### config.mk
export PLATFORM = sky130hd
export DESIGN_NAME = instr_fetch
export DESIGN_NICKNAME = d
export VERILOG_FILES = /design/src/rtl/cpu_pkg.sv /design/src/rtl/prog_mem.sv /design/src/rtl/instr_fetch.sv
export SDC_FILE = /design/constraint.sdc
export NUM_CORES = 1
export LEC_CHECK = 0
export ABC_CLOCK_PERIOD_IN_PS = 3000
export BUFFER_PORTS_ARGS = -buffer_cell sky130_fd_sc_hd__buf_2
export CAP_MARGIN = 20
export CORE_ASPECT_RATIO = 0.5
export CORE_MARGIN = 10
export CORE_UTILIZATION = 56
export DETAILED_ROUTE_END_ITERATION = 8
export PLACE_DENSITY = 0.8
export SKIP_LAST_GASP = 1
export SYNTH_ARGS = -nofsm -noshare
export SYNTH_HDL_FRONTEND = slang
export SYNTH_SLANG_ARGS = --single-unit
### constraint.sdc
create_clock -name clk -period 3 [get_ports clk]
set_clock_uncertainty 0.2 [all_clocks]
set_input_delay 0.15 -clock clk [delete_from_list [all_inputs] [get_ports clk]]
set_output_delay 0.15 -clock clk [all_outputs]
set_load 0.02 [all_outputs]
### src/rtl/cpu_pkg.sv
// Shared definitions for the lab3 cpu and its instruction fetch front end:
// instruction geometry, the HALT marker and the fetch sequencer states.
package cpu_pkg;

   localparam int IW_DEFAULT = 16;
   localparam logic [15:0] HALT_WORD = 16'hFFFF;

   // Instruction field positions decoded by the cpu
   localparam int RX_MSB      = 15;
   localparam int RX_LSB      = 13;
   localparam int RY_MSB      = 12;
   localparam int RY_LSB      = 10;
   localparam int ALU_SEL_MSB = 6;
   localparam int ALU_SEL_LSB = 3;
   localparam int MODE_BIT    = 2;

   typedef enum logic [1:0] {
      IDLE   = 2'd0,
      FETCH  = 2'd1,
      ISSUE  = 2'd2,
      HALTED = 2'd3
   } fetch_state_t;

   // Retired-instruction counter step that sticks at all-ones
   function automatic logic [15:0] sat_inc16(input logic [15:0] value);
      logic [15:0] result;
      if (value == 16'hFFFF) begin
         result = value;
      end else begin
         result = value + 16'd1;
      end
      return result;
   endfunction

endpackage

### src/rtl/prog_mem.sv
// DEPTH x IW program register file: every word resets to HALT_WORD,
// synchronous write, combinational read. Write gating is done by the caller.
module prog_mem
   import cpu_pkg::*;
#(
   parameter int IW    = IW_DEFAULT,
   parameter int DEPTH = 16,
   parameter int AW    = $clog2(DEPTH)
) (
   input  logic          clk,
   input  logic          reset,
   input  logic          we,
   input  logic [AW-1:0] waddr,
   input  logic [IW-1:0] wdata,
   input  logic [AW-1:0] raddr,
   output logic [IW-1:0] rdata
);

   logic [IW-1:0] mem_r [DEPTH];

   // Word storage; reset leaves an empty program that halts immediately
   always_ff @(posedge clk or negedge reset) begin
      if (!reset) begin
         for (int i = 0; i < DEPTH; i++) begin
            mem_r[i] <= IW'(HALT_WORD);
         end
      end else if (we) begin
         mem_r[waddr] <= wdata;
      end
   end

   assign rdata = mem_r[raddr];

endmodule

### src/rtl/instr_fetch.sv
// Instruction source for the lab3 cpu: loadable program memory, program
// counter and a fetch/issue handshake that holds each word until done.
module instr_fetch
   import cpu_pkg::*;
#(
   parameter  int IW    = IW_DEFAULT,
   parameter  int DEPTH = 16,
   localparam int AW    = $clog2(DEPTH)
) (
   input  logic          clk,
   input  logic          reset,
   input  logic          start,
   input  logic          prog_we,
   input  logic [AW-1:0] prog_addr,
   input  logic [IW-1:0] prog_data,
   input  logic          done,
   output logic [IW-1:0] run,
   output logic          run_valid,
   output logic [AW-1:0] pc,
   output logic          halted,
   output logic          busy,
   output logic [15:0]   instr_count
);

   fetch_state_t  state_r, state_nxt_s;
   logic [AW-1:0] pc_r, pc_nxt_s;
   logic [IW-1:0] run_r, run_nxt_s;
   logic          run_valid_r, run_valid_nxt_s;
   logic          halted_r, halted_nxt_s;
   logic          busy_r, busy_nxt_s;
   logic [15:0]   count_r, count_nxt_s;
   logic          prog_ok_s;
   logic          mem_we_s;
   logic [IW-1:0] mem_rdata_s;

   // Loading is only allowed while no program is executing
   assign prog_ok_s = (state_r == IDLE) || (state_r == HALTED);
   assign mem_we_s  = prog_we & prog_ok_s;

   prog_mem #(
      .IW    (IW),
      .DEPTH (DEPTH),
      .AW    (AW)
   ) u_prog_mem (
      .clk   (clk),
      .reset (reset),
      .we    (mem_we_s),
      .waddr (prog_addr),
      .wdata (prog_data),
      .raddr (pc_r),
      .rdata (mem_rdata_s)
   );

   // Next-state and next-output decode for the fetch sequencer
   always_comb begin
      state_nxt_s     = state_r;
      pc_nxt_s        = pc_r;
      run_nxt_s       = run_r;
      run_valid_nxt_s = run_valid_r;
      halted_nxt_s    = halted_r;
      count_nxt_s     = count_r;
      case (state_r)
         IDLE: begin
            if (start) begin
               pc_nxt_s    = AW'(0);
               count_nxt_s = 16'd0;
               state_nxt_s = FETCH;
            end else begin
               state_nxt_s = IDLE;
            end
         end
         FETCH: begin
            if (mem_rdata_s == IW'(HALT_WORD)) begin
               halted_nxt_s    = 1'b1;
               run_valid_nxt_s = 1'b0;
               state_nxt_s     = HALTED;
            end else begin
               run_nxt_s       = mem_rdata_s;
               run_valid_nxt_s = 1'b1;
               state_nxt_s     = ISSUE;
            end
         end
         ISSUE: begin
            if (done) begin
               run_valid_nxt_s = 1'b0;
               count_nxt_s     = sat_inc16(count_r);
               // The last word ends the program; pc never wraps to 0
               if (pc_r == AW'(DEPTH - 1)) begin
                  halted_nxt_s = 1'b1;
                  state_nxt_s  = HALTED;
               end else begin
                  pc_nxt_s    = pc_r + AW'(1);
                  state_nxt_s = FETCH;
               end
            end else begin
               state_nxt_s = ISSUE;
            end
         end
         HALTED: begin
            if (start) begin
               halted_nxt_s = 1'b0;
               pc_nxt_s     = AW'(0);
               count_nxt_s  = 16'd0;
               state_nxt_s  = FETCH;
            end else begin
               halted_nxt_s = 1'b1;
               state_nxt_s  = HALTED;
            end
         end
         default: begin
            state_nxt_s     = IDLE;
            run_valid_nxt_s = 1'b0;
            halted_nxt_s    = 1'b0;
         end
      endcase
      busy_nxt_s = (state_nxt_s == FETCH) || (state_nxt_s == ISSUE);
   end

   // Sequencer state and registered outputs
   always_ff @(posedge clk or negedge reset) begin
      if (!reset) begin
         state_r     <= IDLE;
         pc_r        <= AW'(0);
         run_r       <= IW'(0);
         run_valid_r <= 1'b0;
         halted_r    <= 1'b0;
         busy_r      <= 1'b0;
         count_r     <= 16'd0;
      end else begin
         state_r     <= state_nxt_s;
         pc_r        <= pc_nxt_s;
         run_r       <= run_nxt_s;
         run_valid_r <= run_valid_nxt_s;
         halted_r    <= halted_nxt_s;
         busy_r      <= busy_nxt_s;
         count_r     <= count_nxt_s;
      end
   end

   assign run         = run_r;
   assign run_valid   = run_valid_r;
   assign pc          = pc_r;
   assign halted      = halted_r;
   assign busy        = busy_r;
   assign instr_count = count_r;

endmodule

==> run summary, run 1 <==
The CTS H-tree depth is 1. The detailed-route via count came out at 8,809. Routability-driven placement finished with a final weighted congestion of 0.8805. The startpoint kind of the worst setup timing path is a flop.

The mean routed wirelength per cell is approximately 25 um. The routed via count divided by cell count came out at 6.182. The die width came out at 242.7 um. Leaving out fill and tap cells, the most frequent cell in the layout is mux2_2. Counting instances, the worst hold path has a depth of 6. The count of max-cap constraint violations is 0. The global-route wire length before repair came out at 53,680 um. The maximum vdd ir drop came out at approximately 0.00048 V. The layout has 1,565 filler cells.

The ratio of final minimum period to clock period is 103.0%. At the end of the flow, the number of nets in the layout was 1,101. The total wire length came out at 35,100 um.

The core footprint is 24,170 um^2. Setup violations remaining at the end of the flow were counted as 17. The TritonCTS buffer count came out at 26. The post-placement cell count came out at 1,343. The CTS tree is yes. The flow ran to the end, but the final reports show violations. The multi-input logic area is just under 6000 um^2. The synthesis warning total came out at 0.

The I/O pin count came out at 64. The number of max-slew violations in the final report was 0. The class of the most critical setup path is flop to flop.

Setup repair after global routing could not meet its margin everywhere. Derived from the worst setup path, the maximum achievable clock frequency is 0.3236 GHz. The detailed placer's ending HPWL came out at between 20,000 and 25,000 um. The total number of clock tree sinks came out at 297. At the worst endpoint, the arrival time is roughly 3.3 ns.

Input and output buffers added on the ports amount to 63. Entering global routing, the biggest net connects 77 pins. Of the cells placed in the final design, the portion with a size suffix greater than 1 is between 70% and 80%.

In the synthesized netlist the dominant register cell turns out to be dfstp_2. The number of buffers between clock root and the deepest sink came out at 3. The final count of hold timing violations is 0. The number of antenna violations at the first check in global routing is 1. The average cell area after synthesis came out at ~15 um^2.

The cell area after technology mapping came out at 13,880 um^2. The first-iteration detailed-routing DRC count came out at 1,039. The flip-flop and latch count after synthesis is 297. The area growth from synthesis to layout is 18.14%.

Clock-pin slew was measured on the worst setup and hold paths at around 0.070 ns. The clock network latency to the later pin of the worst-skew pair is 0.55 ns. The die covers 31,870 um^2. The maximum fanout encountered on the critical timing path came out at 12. The number of global-route vias before repair is 9,202.

Sequential cells were found to cover between 50% and 60% of the synthesized design area. The final core utilization came out at 67.86%. The areal power density over the cells came out at 1075 nW/um^2. The floorplan row count is 40. The pre-antenna-repair detailed-routing pass consisted of 6 iterations. The measured slew at the worst slew-check pin came out at 0.5720 ns.

The root buffer cell chosen for the clock tree is clkbuf_16. The total nets after synthesis came out at approximately 1,000. The sequential cells in the finished layout cover a total of 7757 um^2.

The number of enable-type register cells in the synthesized netlist came out at 0. Measured along the y axis, the die boundary spans 131.3 um. The checks that failed: negative setup slack. Counting flops with an async set or reset pin after synthesis yields a share of 100.0%.

After synthesis, the netlist uses 42 different library cells. The overall track demand over capacity in global routing came out at 21.12%. The data required time at the worst endpoint is 3.23 ns. For this run, design rule violations remaining after detail routing come to 0.

The post-layout worst setup margin is -0.09066 ns. The final non-filler cell total is 1,425. The worst setup path is captured at a flop. The total overflow reported by the global router is 0.

The initial core utilization is a little under three fifths. The logic depth of the worst register-to-register path is 10. The top cell types in the final layout, fill and taps aside, are mux2_2, dfstp_2, buf_2. In this run the worst hold path is classified as primary input to flop. The final critical-path required period came out at 3.091 ns. The leakage power summed over all cells is slightly below 7 nW. The power after layout came out at between 15 and 20 mW.

The number of nets with antenna violations after routing came out at 0. Synthesis handed over a netlist of 943 instances. The worst slew slack as a fraction of its limit came out at around 62%.
## stage by stage
| stage | setup slack, ns | area (um^2) | TNS, ns | hold WS [ns] |
|---|---|---|---|---|
| final | -0.09066 | 16400 | -1.212 | 0.1716 |
| after global routing | -0.2029 | 16400 | -3.285 | 0.2049 |
| after global placement | -0.1863 | 14920 | -3.318 | -0.02323 |
| after CTS | 0.007234 | 16210 | 0 | 0.1383 |
| after floorplan | 0.008550 | 13880 | 0 | -0.3456 |
| after detailed placement | -0.3547 | 14920 | -6.210 | -0.01290 |
## worst max-delay path, cell delays in order (launching register included)
cell and delay [ns]:
dfrtp_4 0.58, clkbuf_16 0.22, mux2i_1 0.15, a221oi_2 0.36
a22oi_2 0.18, a22oi_2 0.21, nand4_1 0.17, buf_4 0.18
o21ai_4 0.19, buf_12 0.17, mux2_2 0.34
## repair_timing
action / in CTS / in global routing
hold buffers: 26 / 0
gates resized for setup: 14 / 27
gates cloned: 0 / 3
setup endpoints to repair: 20 / 19
endpoints found under the hold margin: 373 / 0
buffers inserted: 4 / 2
pin swaps: 4 / 7
## Yosys cell counts, drive strengths merged, types with 3 or more instances
master	number	area, um^2
and2	3	18.77
a22oi	28	210.2
mux4	48	1081
o21ai	24	131.4
nor2	14	52.55
dfstp	256	6726
a21oi	12	60.06
mux2i	34	340.3
clkbuf	48	180.2
ha	6	75.07
nor2b	8	50.05
and3	4	25.02
a221oi	16	140.1
inv	8	30.03
mux2	272	3063
dfrtp	41	1026
nand3	10	50.05
xor2	5	43.79
nand2	55	206.5
nand4	6	37.54
buf	17	146.4
nor3	11	55.05
## flip-flops by register name (all words and copies together), names as in the netlist
signal            count
halted                1
run_valid             1
u_prog_mem.mem_r    256
instr_count          16
busy                  1
state_r               2
run                  16
pc                    4
## final timing paths
path,slack (ns),startpoint,endpoint
max in group asynchronous,1.54,reset,run[7]$_DFFE_PN0P_
setup reg to reg,-0.09,pc[0]$_DFFE_PN0P_,run[0]$_DFFE_PN0P_
setup / recovery,-0.09,pc[0]$_DFFE_PN0P_,run[0]$_DFFE_PN0P_
hold / removal,0.17,prog_we,u_prog_mem.mem_r[217]$_DFFE_PN1P_
hold reg to reg,0.31,run[5]$_DFFE_PN0P_,run[5]$_DFFE_PN0P_
min in group asynchronous,0.31,reset,u_prog_mem.mem_r[77]$_DFFE_PN1P_
## cell type report
| type | instances | area share (%) |
|---|---|---|
| Tap cell | 336 | 2.563 |
| Antenna cell | 1 | 0.01526 |
| Multi-Input combinational cell | 573 | 36.32 |
| Sequential cell | 297 | 47.29 |
| Clock buffer | 39 | 4.691 |
| Timing Repair Buffer | 164 | 8.154 |
| Inverter | 8 | 0.1831 |
| Clock inverter | 7 | 0.7780 |
## cell families (layout without fill, tap and decap cells)
| family | count (synthesis) | in the layout | synth area share, % |
|---|---|---|---|
| buf+inv | 73 | 218 | 2.568 |
| mux | 354 | 354 | 32.30 |
| fa+ha+maj | 6 | 6 | 0.5407 |
| flops | 297 | 297 | 55.83 |
| other cells | 0 | 1 | 0 |
| simple gates | 117 | 117 | 3.893 |
| compound gates | 90 | 90 | 4.488 |
| xor+xnor | 6 | 6 | 0.3785 |
## power by group
part | switching (mW) | internal [mW] | total [mW]
Sequential | 1.04 | 6.78 | 7.82
Clock | 1.50 | 2.03 | 3.54
Combinational | 2.97 | 3.31 | 6.28
Total | 5.52 | 12.1 | 17.6
## metal layers
layer | track usage (%) | wire, um
met1 | 27.92 | 14950
met2 | 34.25 | 16910
met3 | 4.490 | 2219
met4 | 6.869 | 1020
met5 | 0 | 0
No activity file was read; power rests on OpenSTA's default activity.
==> run 2, diff against run 1 <==
--- a/config.mk
+++ b/config.mk
@@ -9,9 +9,10 @@
 export BUFFER_PORTS_ARGS = -buffer_cell sky130_fd_sc_hd__buf_2
 export CAP_MARGIN = 20
 export CORE_ASPECT_RATIO = 0.5
-export CORE_MARGIN = 10
+export CORE_MARGIN = 2
 export CORE_UTILIZATION = 56
 export DETAILED_ROUTE_END_ITERATION = 8
+export GPL_TIMING_DRIVEN = 0
 export PLACE_DENSITY = 0.8
 export SKIP_LAST_GASP = 1
 export SYNTH_ARGS = -nofsm -noshare
==> run 2 against run 1 <==
Against the previous run: the run still ends with negative setup slack left; via count shrank 0.91%; clock power shrank 4%; sequential cell count is the same; first-iteration DRC count shrank 34%; sequential share of layout area shrank 0.21 points; combinational power grew 5.1%; critical path depth grew 2; setup slack lost 0.075 ns.
==> run summary, run 2 (synthesis gave the netlist of run 1 again) <==
The routed via count divided by cell count is between 6 and 7. The final design area excluding fillers came out at 16,470 um^2. The signal on the critical path passes through buf_12 -> buf_12 -> buf_6 -> mux4_2 -> a22oi_1 -> nand2_1 -> nand4_1 -> or2_2 -> o21ai_4 -> buf_12 -> buf_12 -> mux2_4. The floorplan row count is 40. The total wire length came out at 34,080 um. The post-place setup slack came out at -1.200 ns. The checks that failed: negative setup slack. The final number of setup-violating endpoints is 18. The ratio of final minimum period to clock period is 105.5%. The global-route wire length before repair came out at between 50,000 and 60,000 um. In the post-route analysis, the smallest setup slack over all paths is -0.1652 ns.

Counting stages on the worst path, the most repeated cell is buf_12. The worst slew slack as a fraction of its limit is between 40% and 50%. The maximum fanout encountered on the critical timing path is 10.

More flip-flops sit in one register than any other, and that register is u_prog_mem.mem_r. The number of nets with antenna violations after routing came out at 0. At the end of the flow, the number of nets in the layout was 1,098.

The count of max-cap constraint violations is 0. The final count of hold timing violations was 0. The placed cell area is about 15,000 um^2. The number of max-slew violations in the final report came out at 0.

Routability-driven placement finished with a final weighted congestion of 0.8923. The die width came out at roughly 230 um. The sequential share of power came out at between 40 and 50%. The first-iteration detailed-routing DRC count is slightly below 700. The path type of the worst min-delay path is primary input to async pin. The detailed placer's ending HPWL is 22,380 um. The highest clock frequency the design can meet is 0.3159 GHz. In this design, the largest share of critical-path delay is due to buffers and inverters. The post-route netlist has 71.94% of its cells at a drive strength greater than 1. The number of buffers and inverters on the critical path is 5. The overall die area is between 20,000 and 30,000 um^2. The pre-antenna-repair detailed-routing pass consisted of 5 iterations. The setup slack of the most critical reg-to-reg path came out at -0.17 ns. The worst register-to-register path ends at run[3]$_DFFE_PN0P_. The critical path crosses 12 cells after its start point. The critical path starts at pc[0]$_DFFE_PN0P_. The number of global-route vias before repair is around 9,000.

In the final timing run, aggregate negative setup slack is -2.314 ns. The CTS tree is yes. The CTS H-tree depth is 1. The total number of clock tree sinks came out at 297. For the pin with the worst max-slew slack, the measured transition is between 0.8 and 0.9 ns. The overall track demand over capacity in global routing came out at 26.99%. The final critical-path required period came out at 3.165 ns. The number of antenna violations at the first check in global routing came out at 1. Leaving out fill and tap cells, the most frequent cell in the layout is mux2_2. The clock passes through at most 3 buffers. The core footprint came out at 24,170 um^2. The category of the worst setup path capture point is a flop. In this run the critical register-to-register path is launched from pc[0]$_DFFE_PN0P_.

Summed over all cells, the static leakage comes to 6.717 nW. The I/O pin count is 64. The maximum vdd ir drop came out at 0.0005393 V.

Clock latency on the worst-skew pair, taken at its later pin, is 0.55 ns. The areal power density over the cells came out at 1080 nW/um^2. The initial utilization of the core area, before any placement, comes to 57.44%. The data required time at the worst endpoint is 3.22 ns.

The peak per-stage delay on the critical path came out at 0.45 ns. The die is 115.3 um tall. The logic depth of the worst register-to-register path came out at 12. The mean routed wirelength per cell is about 24 um. In this run, the clock network consumes 19.2% of the power. The slowest stage of the critical path is the dfrtp_2 cell. Setup repair after global routing could not meet its margin everywhere. The combinational group share of total power came out at 37.1%. The post-route DRC violation count came out at 0. The flip-flop count of the largest register after layout came out at 256. The quantity of I/O buffers inserted on ports came out at 61. In this run, CTS created clock tree buffers numbering 26. The critical path ends at run[3]$_DFFE_PN0P_. Summed over all nets, the switching power comes to 5.687 mW. The tree is rooted in a clkbuf_16. The critical path in this run is classified as flop to flop. The library cells used most frequently in the layout, excluding fill and tap cells, are mux2_2, dfstp_2, buf_2. The total overflow reported by the global router is 0. Of the total power, the share spent switching nets is 31.98%. The run finished, with violations left.

The area growth from synthesis to layout is 18.61%. The largest net degree at the start of global routing is ~110. The clock transition at the registers of the reported paths came out at 0.07 ns. The startpoint kind of the worst setup timing path is a flop. The detailed-route via count came out at 8,729.

The cell-internal power is 12.09 mW. Summing internal, switching and leakage power gives ~18 mW. The data arrival time at the worst-slack endpoint came out at 3.39 ns.
run 2: cell count changes in the layout (fill, tap and decap cells not counted), moves of 5 or more:
cell,delta
buf_4,-51
dlygate4sd3_1,-5
a221oi_4,+7
mux2_4,+13
buf_16,+5
clkbuf_1,+30
a221oi_2,-6
buf_6,+6
clkbuf_2,+13
mux2_2,-13
run 2: what timing repair did:
item	CTS	global route
hold buffers	21	0
endpoints found under the setup margin	126	184
endpoints found under the hold margin	193	0
resized for setup	103	40
gates cloned	2	0
pin swaps	11	11
buffers inserted	11	1
run 2: layout make-up:
class	instances	area, um^2
Multi-Input combinational cell	573	6186
Timing Repair Buffer	100	788.3
Fill cell	1590	7705
Clock inverter	4	45.04
Buffer	61	422.9
Inverter	8	30.03
Sequential cell	297	7754
Tap cell	336	420.4
Antenna cell	1	2.502
Clock buffer	44	819.5
run 2: per-layer routing:
metal	share of wire [%]	vias up	global-route usage (%)
met5	0	-	0
met4	2.7	0	8.377
met3	5.5	83	5.648
met2	49	281	44.73
met1	43	4616	36.29
li1	-	3749	-
run 2: stage by stage:
stage	hold WS, ns	std cells	utilization, %
floorplan	-0.3456	943	-
global placement	0.1955	1340	60.44
detailed placement	0.008962	1344	60.83
CTS	0.03225	1423	67.57
global route	0.07574	1424	68.13
finish	0.04124	1424	68.13
run 2: worst min path at each step:
stage | to | cells past startpoint | slack, ns
2_1_floorplan | busy$_DFF_PN0_ | 0 | -0.35
3_3_place_gp | halted$_DFFE_PN0P_ | 2 | 0.20
3_5_place_dp | run[10]$_DFFE_PN0P_ | 1 | 0.009
4_1_cts | run[11]$_DFFE_PN0P_ | 2 | 0.03
5_1_grt | run[12]$_DFFE_PN0P_ | 2 | 0.08
6_report | run[10]$_DFFE_PN0P_ | 2 | 0.04
run 2: power by group through the flow:
stage	logic, mW	clock network [mW]	registers (mW)
global placement	5.42	0	7.58
global route	7.02	3.61	7.96
CTS	6.38	3.44	7.72
floorplan	3.98	0	7.65
finish	6.60	3.41	7.76
detailed placement	5.65	0	7.73
